==> config.mk <==
export PLATFORM = sky130hd
export DESIGN_NAME = associative_fill_controller_flat
export DESIGN_NICKNAME = d
export VERILOG_FILES = /design/src/rtl/associative_fill_controller_if.sv /design/src/rtl/associative_fill_controller.sv /design/src/flat_wrapper.sv
export SDC_FILE = /design/constraint.sdc
export NUM_CORES = 1
export LEC_CHECK = 0
export ABC_AREA = 1
export CAP_MARGIN = 10
export CELL_PAD_IN_SITES_DETAIL_PLACEMENT = 1
export CELL_PAD_IN_SITES_GLOBAL_PLACEMENT = 1
export CORE_ASPECT_RATIO = 0.5
export CORE_MARGIN = 2
export CORE_UTILIZATION = 31
export CTS_CLUSTER_DIAMETER = 120
export CTS_CLUSTER_SIZE = 10
export DETAILED_ROUTE_END_ITERATION = 16
export PLACE_DENSITY = 0.95
export SYNTH_ARGS = -nofsm -noshare
export SYNTH_HDL_FRONTEND = slang
export SYNTH_SLANG_ARGS = --single-unit
==> constraint.sdc <==
create_clock -name clock -period 2.94 [get_ports clock]
set_input_delay 0.441 -clock clock [delete_from_list [all_inputs] [get_ports clock]]
set_output_delay 0.441 -clock clock [all_outputs]
set_load 0.1 [all_outputs]
==> src/rtl/associative_fill_controller_if.sv <==
// Bundles the core, cache-set and memory signals of associative_fill_controller.
// The master side is the surrounding system; the slave side is the controller.
interface associative_fill_controller_if #(
  parameter int BITS_DATA    = 32,
  parameter int BITS_ADDRESS = 32,
  parameter int BITS_COUNT   = 16
);
  logic                    cpu_req_valid;
  logic                    cpu_req_ready;
  logic [BITS_ADDRESS-1:0] cpu_address;
  logic                    cpu_resp_valid;
  logic [BITS_DATA-1:0]    cpu_resp_data;
  logic [BITS_ADDRESS-1:0] blk_address;
  logic                    blk_hit;
  logic [BITS_DATA-1:0]    blk_data;
  logic                    blk_set;
  logic [BITS_DATA-1:0]    blk_fill_data;
  logic                    mem_req_valid;
  logic                    mem_req_ready;
  logic [BITS_ADDRESS-1:0] mem_address;
  logic                    mem_resp_valid;
  logic [BITS_DATA-1:0]    mem_resp_data;
  logic [BITS_COUNT-1:0]   hit_count;
  logic [BITS_COUNT-1:0]   miss_count;

  modport master (
    output cpu_req_valid, cpu_address, blk_hit, blk_data,
           mem_req_ready, mem_resp_valid, mem_resp_data,
    input  cpu_req_ready, cpu_resp_valid, cpu_resp_data, blk_address,
           blk_set, blk_fill_data, mem_req_valid, mem_address,
           hit_count, miss_count
  );

  modport slave (
    input  cpu_req_valid, cpu_address, blk_hit, blk_data,
           mem_req_ready, mem_resp_valid, mem_resp_data,
    output cpu_req_ready, cpu_resp_valid, cpu_resp_data, blk_address,
           blk_set, blk_fill_data, mem_req_valid, mem_address,
           hit_count, miss_count
  );
endinterface

==> src/rtl/associative_fill_controller.sv <==
// Read-request controller in front of an associative cache set: looks up,
// fills from memory on a miss, responds, and keeps saturating hit/miss counts.
module associative_fill_controller #(
  parameter int BITS_DATA    = 32,
  parameter int BITS_ADDRESS = 32,
  parameter int BITS_COUNT   = 16
) (
  input  logic                          clock,
  input  logic                          reset,
  associative_fill_controller_if.slave  bus
);
  typedef enum logic [2:0] {
    S_IDLE, S_LOOKUP, S_MEM_REQ, S_MEM_WAIT, S_FILL, S_RESPOND
  } state_e;

  state_e                  state_q, state_d;
  logic [BITS_ADDRESS-1:0] addr_q, addr_d;
  logic [BITS_DATA-1:0]    resp_data_q, resp_data_d;
  logic [BITS_DATA-1:0]    fill_data_q, fill_data_d;
  logic [BITS_COUNT-1:0]   hit_q, hit_d;
  logic [BITS_COUNT-1:0]   miss_q, miss_d;

  always_ff @(posedge clock) begin
    if (reset) begin
      state_q     <= S_IDLE;
      addr_q      <= '0;
      resp_data_q <= '0;
      fill_data_q <= '0;
      hit_q       <= '0;
      miss_q      <= '0;
    end else begin
      state_q     <= state_d;
      addr_q      <= addr_d;
      resp_data_q <= resp_data_d;
      fill_data_q <= fill_data_d;
      hit_q       <= hit_d;
      miss_q      <= miss_d;
    end
  end

  always_comb begin
    state_d     = state_q;
    addr_d      = addr_q;
    resp_data_d = resp_data_q;
    fill_data_d = fill_data_q;
    hit_d       = hit_q;
    miss_d      = miss_q;
    unique case (state_q)
      S_IDLE: begin
        if (bus.cpu_req_valid) begin
          addr_d  = bus.cpu_address;
          state_d = S_LOOKUP;
        end
      end
      // Counters only move here, so each request bumps exactly one of them once.
      S_LOOKUP: begin
        if (bus.blk_hit) begin
          resp_data_d = bus.blk_data;
          if (hit_q != '1) hit_d = hit_q + BITS_COUNT'(1);
          state_d = S_RESPOND;
        end else begin
          if (miss_q != '1) miss_d = miss_q + BITS_COUNT'(1);
          state_d = S_MEM_REQ;
        end
      end
      S_MEM_REQ: begin
        if (bus.mem_req_ready) state_d = S_MEM_WAIT;
      end
      S_MEM_WAIT: begin
        if (bus.mem_resp_valid) begin
          fill_data_d = bus.mem_resp_data;
          resp_data_d = bus.mem_resp_data;
          state_d     = S_FILL;
        end
      end
      S_FILL:    state_d = S_RESPOND;
      S_RESPOND: state_d = S_IDLE;
      default:   state_d = S_IDLE;
    endcase
  end

  // Every output is a register or a pure decode of the state register.
  assign bus.cpu_req_ready  = (state_q == S_IDLE);
  assign bus.cpu_resp_valid = (state_q == S_RESPOND);
  assign bus.blk_set        = (state_q == S_FILL);
  assign bus.mem_req_valid  = (state_q == S_MEM_REQ);
  assign bus.cpu_resp_data  = resp_data_q;
  assign bus.blk_fill_data  = fill_data_q;
  assign bus.blk_address    = addr_q;
  assign bus.mem_address    = addr_q;
  assign bus.hit_count      = hit_q;
  assign bus.miss_count     = miss_q;
endmodule
==> src/flat_wrapper.sv <==
// flat-port wrapper written by rule: the top's interface ports become plain ports
module associative_fill_controller_flat 
#(
  parameter int BITS_DATA    = 32,
  parameter int BITS_ADDRESS = 32,
  parameter int BITS_COUNT   = 16
)
  (clock, reset, bus_cpu_req_valid, bus_cpu_address, bus_blk_hit, bus_blk_data, bus_mem_req_ready, bus_mem_resp_valid, bus_mem_resp_data, bus_cpu_req_ready, bus_cpu_resp_valid, bus_cpu_resp_data, bus_blk_address, bus_blk_set, bus_blk_fill_data, bus_mem_req_valid, bus_mem_address, bus_hit_count, bus_miss_count);
  associative_fill_controller_if #(.BITS_DATA(BITS_DATA), .BITS_ADDRESS(BITS_ADDRESS), .BITS_COUNT(BITS_COUNT)) bus_i ();
  input  logic clock;
  input  logic reset;
  input wire logic [$bits(bus_i.cpu_req_valid)-1:0] bus_cpu_req_valid;
  input wire logic [$bits(bus_i.cpu_address)-1:0] bus_cpu_address;
  input wire logic [$bits(bus_i.blk_hit)-1:0] bus_blk_hit;
  input wire logic [$bits(bus_i.blk_data)-1:0] bus_blk_data;
  input wire logic [$bits(bus_i.mem_req_ready)-1:0] bus_mem_req_ready;
  input wire logic [$bits(bus_i.mem_resp_valid)-1:0] bus_mem_resp_valid;
  input wire logic [$bits(bus_i.mem_resp_data)-1:0] bus_mem_resp_data;
  output wire logic [$bits(bus_i.cpu_req_ready)-1:0] bus_cpu_req_ready;
  output wire logic [$bits(bus_i.cpu_resp_valid)-1:0] bus_cpu_resp_valid;
  output wire logic [$bits(bus_i.cpu_resp_data)-1:0] bus_cpu_resp_data;
  output wire logic [$bits(bus_i.blk_address)-1:0] bus_blk_address;
  output wire logic [$bits(bus_i.blk_set)-1:0] bus_blk_set;
  output wire logic [$bits(bus_i.blk_fill_data)-1:0] bus_blk_fill_data;
  output wire logic [$bits(bus_i.mem_req_valid)-1:0] bus_mem_req_valid;
  output wire logic [$bits(bus_i.mem_address)-1:0] bus_mem_address;
  output wire logic [$bits(bus_i.hit_count)-1:0] bus_hit_count;
  output wire logic [$bits(bus_i.miss_count)-1:0] bus_miss_count;
  assign bus_i.cpu_req_valid = bus_cpu_req_valid;
  assign bus_i.cpu_address = bus_cpu_address;
  assign bus_i.blk_hit = bus_blk_hit;
  assign bus_i.blk_data = bus_blk_data;
  assign bus_i.mem_req_ready = bus_mem_req_ready;
  assign bus_i.mem_resp_valid = bus_mem_resp_valid;
  assign bus_i.mem_resp_data = bus_mem_resp_data;
  assign bus_cpu_req_ready = bus_i.cpu_req_ready;
  assign bus_cpu_resp_valid = bus_i.cpu_resp_valid;
  assign bus_cpu_resp_data = bus_i.cpu_resp_data;
  assign bus_blk_address = bus_i.blk_address;
  assign bus_blk_set = bus_i.blk_set;
  assign bus_blk_fill_data = bus_i.blk_fill_data;
  assign bus_mem_req_valid = bus_i.mem_req_valid;
  assign bus_mem_address = bus_i.mem_address;
  assign bus_hit_count = bus_i.hit_count;
  assign bus_miss_count = bus_i.miss_count;
  associative_fill_controller #(.BITS_DATA(BITS_DATA), .BITS_ADDRESS(BITS_ADDRESS), .BITS_COUNT(BITS_COUNT)) u_core (.clock(clock), .reset(reset), .bus(bus_i));
endmodule
### Word-level counts from Yosys, hierarchy flattened

Index checks and enable logic that the tools add are counted.
Widths: inputs -> output; s select.

| operators by class | value |
|---|---|
| reduce and logical (&&, ||, !) cells | 8 |
| $add $sub $neg | 2 |
| $lt $le $gt $ge | 0 |
| multiplexer cells | 8 |
| divide/modulo/power cells | 0 |
| bitwise gates (word level) | 1 |
| eq/ne operators | 11 |
| multiply operators | 0 |
| shift-type cells | 0 |

Operators with widths:

| operator | number |
|---|---|
| $mux 32 | 2 |
| $pmux 32 s2 | 1 |
| $add 16x1->16 const B | 2 |
| $ne 16x16->1 const B | 2 |
| $pmux 3 s5 | 1 |
| $mux 3 | 4 |
| $reduce_and 3->1 | 4 |
| $ne 2x2->1 const B | 4 |
| $eq 3x2->1 const B | 2 |
| $eq 3x3->1 const B | 2 |
| $reduce_and 2->1 | 2 |
| $eq 3x1->1 const B | 1 |
| $logic_not 3->1 | 1 |
| $reduce_bool 2->1 | 1 |
| $not 1->1 | 1 |

| word-level totals | value |
|---|---|
| logic and storage cells | 36 |
| bits in latches | 0 |
| bits of input ports | 102 |
| ROM bits | 0 |
| memories | 0 |
| flip-flop bits (word level) | 131 |
| RAM bits | 0 |

### Longest topological paths before layout

| depth | value |
|---|---|
| depth in word-level cells | 3 |
| mapped depth | 9 |
| gate-level depth less buffers | 9 |

### Worst setup path after synthesis

No wires, ideal clock.

| timing path | value |
|---|---|
| path type | flip-flop to output port |
| start | register u_core.state_q[2] |
| end | output bus_cpu_resp_valid |
| data required time | 2.499 ns |
| path slack | -0.032 ns |
| stages on the path, launching flop included | 3 |
| arrival time | 2.531 ns |
| path buffers | 0 |
| cells stage by stage | dfxtp_1 inv_2 nor3_1 |

| on the way | value |
|---|---|
| longest elaborated chain between the ends | 1 |

Ends and longest elaborated chain:

| what | RTL line | RTL |
|---|---|---|
| start: declaration | associative_fill_controller.sv:16 | `state_e state_q, state_d;` |
| start signal: assignment | associative_fill_controller.sv:32 | `state_q <= state_d;` |
| $eq 3x3->1 | associative_fill_controller.sv:84 | `assign bus.cpu_resp_valid = (state_q == S_RESPOND);` |
| end: declaration | flat_wrapper.sv:20 | `output wire logic [$bits(bus_i.cpu_resp_valid)-1:0] bus_cpu_resp_valid;` |

No other way between the ends.

### Final worst setup path

| timing path | value |
|---|---|
| start | register u_core.state_q[1] |
| end | output bus_cpu_req_ready |

| on the way | value |
|---|---|
| longest elaborated chain between the ends | 1 |

Ends and longest elaborated chain:

| what | RTL line | RTL |
|---|---|---|
| $logic_not 3->1 | associative_fill_controller.sv:83 | `assign bus.cpu_req_ready = (state_q == S_IDLE);` |
| end: declaration | flat_wrapper.sv:19 | `output wire logic [$bits(bus_i.cpu_req_ready)-1:0] bus_cpu_req_ready;` |

No other way between the ends.

==> flow_summary.yaml <==
status:
  outcome: "finished clean"
detailed_routing:
  drt_iter0_drc: 265
  routed_wl_um: 23110
  first_pass_iters: 4
  antenna_left: 0
  drcViolationCount: 0
  viasPerCell: 4.906
  wl_per_cell_um: 16.79
  via_count: 6750
sta:
  setup_viol_count_final: 0
  rsz0062_at_grt: "false"
  setup_slack_ns: 0.5381
  finalCritPeriodShare: 0.8170
  hold_viol: 0
  finalCriticalPeriod_ns: 2.402
  fin_hold_ws_ns: 0.4669
  relSlewSlack: 0.5468
  maxSlewViolCount: 0
  fmax_ghz: 0.4163
  max_slew.worst_pin.slew_ns: 0.6797
  fin_skew_ns: 0.007062
  tns_ns: 0
floorplan:
  ios: 266
  die_x_um: 203.6
  design.die.area_mm2: 0.02113
  fp.dieH_um: 103.8
  initial_utilization: 0.3165
  rows: 36
  core_mm2: 0.01950
logic_synthesis:
  synth_seq_area_share: 0.4248
  syn_area_mm2: 0.006173
  synth.avg_cell_area_um2: 6.944
  synth-adder-area-share: 0.004054
  synth_cells: 889
  ys_seq_elements: 131
  synth-simple-area-share: 0.3423
  yosysUniqueCellTypes: 27
  ys_warn_count: 0
  synthMuxAreaShare: 0
  synth_top_family_by_area: "simple AND/OR/NAND/NOR gates"
  synth_xor_area_frac: 0.01986
  synth_compound_area_frac: 0.1113
  synth_fp_nets: 993
critical_path:
  cp_cell_sequence: "nor2_1 > nand2_1 > inv_2 > buf_4"
  worst_setup_path_end_kind: "output port"
  cp-start-kind: "flip-flop"
  cpPeakStageDelay_ns: 0.46
  cp_slowest_cell: "inv_2"
  crit_type: "reg2out"
  crit_required_ns: 2.50
  arrival_ns: 1.96
  critPathMaxFanout: 34
cells_and_area:
  design_area_mm2: 0.008939
  final_common_cell: "nand2_1"
  final_cell_mix: "nand2_1 (254), buf_4 (173), dfxtp_1 (131)"
  n_fill_cell: 2435
  nets: 1201
  antennaDiodeCount: 0
  drive_above_1_share: 0.2162
  area_delta_synth_final_pct: 44.79
place:
  preCtsSetupSlack_ns: 0.5572
  portBuffers: 265
  place_congestion: 0.8136
  hpwl_um: 16920
  placed_cell_area_mm2: 0.008309
global_routing:
  grt_max_degree: 55
  antenna_found_initial: 0
  grt_pass1_wl_um: 36850
  grt_usage: 0.2174
  grt_overflow: 0
  grt_pass1_vias: 7102
clocking:
  cts_hold_buffers: 0
  clock_latency_ns: 0.40
  cts.clk_slew.worst_paths_ns: 0.06
  cts_setup_buffers: 0
  tritoncts: "built"
  cts_sinks: 131
  clk_path_buf_depth: 2
  h-tree-depth: 4
  cts_buffers: 17
  cts_root_buf: "clkbuf_16"
  cts_resized: 0
min_path:
  hold_path_class: "reg2reg"
run:
  maxCapViolCount: 0
power_and_ir_drop:
  p_leak_nw: 3.676
  p_per_area_mw_per_mm2: 840.8
  ir_worst_vdd_mv: 0.4015
  total_power_w: 0.007516
## per-stage QoR
step	std cells	util
2_1_floorplan	889	-
3_3_place_gp	1343	0.4260
3_5_place_dp	1343	0.4260
4_1_cts	1375	0.4569
5_1_grt	1376	0.4583
6_report	1376	0.4583
## where the power goes
group          internal [W]  switching (W)
clock network       0.00135       0.000839
logic              0.000645        0.00256
registers           0.00196       0.000160
total               0.00396        0.00355
## logic make-up after synthesis
group / after synthesis
AOI/OAI and AO/OA: 129
DFF: 131
adders and majority gates: 2
and+or+nand+nor: 501
buffers and inverters: 112
xor gates and xnor gates: 14
## path summary, 6_finish.rpt
path	from	endpoint	slack (ns)	depth (start not counted)
max	u_core.state_q[1]	bus_cpu_req_ready	0.54	4
min	u_core.bus.blk_fill_data[20]	u_core.bus.blk_fill_data[20]	0.47	2
max reg2reg	u_core.state_q[2]	u_core.bus.cpu_resp_data[23]	0.84	9
min reg2reg	u_core.bus.blk_fill_data[20]	u_core.bus.blk_fill_data[20]	0.47	2
## flip-flops by register name, summed over array words and instances, names as in the netlist
register                  cells
u_core.bus.miss_count        16
u_core.state_q                3
u_core.bus.blk_fill_data     32
u_core.bus.hit_count         16
u_core.bus.blk_address       32
u_core.bus.cpu_resp_data     32
## layout make-up
type                            instances  area, µm²  share of cell area
Tap cell                              266      332.8             0.03723
Timing Repair Buffer                  274       2327              0.2604
Clock buffer                           18      439.2             0.04913
Sequential cell                       131       2623              0.2934
Inverter                               27      101.3             0.01134
Multi-Input combinational cell        646       2953              0.3303
Clock inverter                         14      162.7             0.01820
## cell usage after synthesis (all sizes together)
library cell,count,area share
a21oi,94,0.082
buf,62,0.067
clkbuf,23,0.014
dfxtp,131,0.42
ha,2,0.0041
inv,27,0.016
nand2,265,0.17
nand3,98,0.080
nand3b,2,0.0024
nand4,11,0.011
nor2,116,0.074
nor3,9,0.0091
o21ai,35,0.030
xnor2,5,0.0071
xor2,9,0.013
## layer usage
| metal | vias up | track usage | share of wire | wire length [µm] |
|---|---|---|---|---|
| met5 | - | 0 | 0 | 0 |
| met4 | 0 | 0.07195 | 0.020 | 466 |
| met3 | 30 | 0.04688 | 0.044 | 1010 |
| met2 | 154 | 0.3969 | 0.52 | 12040 |
| met1 | 3297 | 0.2515 | 0.42 | 9593 |
| li1 | 3269 | - | - | - |
## critical path, delay by kind of cell, from the launching register on
family                 cells  cell delay (ns)
and+or+nand+nor            2             0.30
buffers and inverters      2             0.86
DFF                        1             0.40
Note: power is estimated with default switching activity, not from simulation.
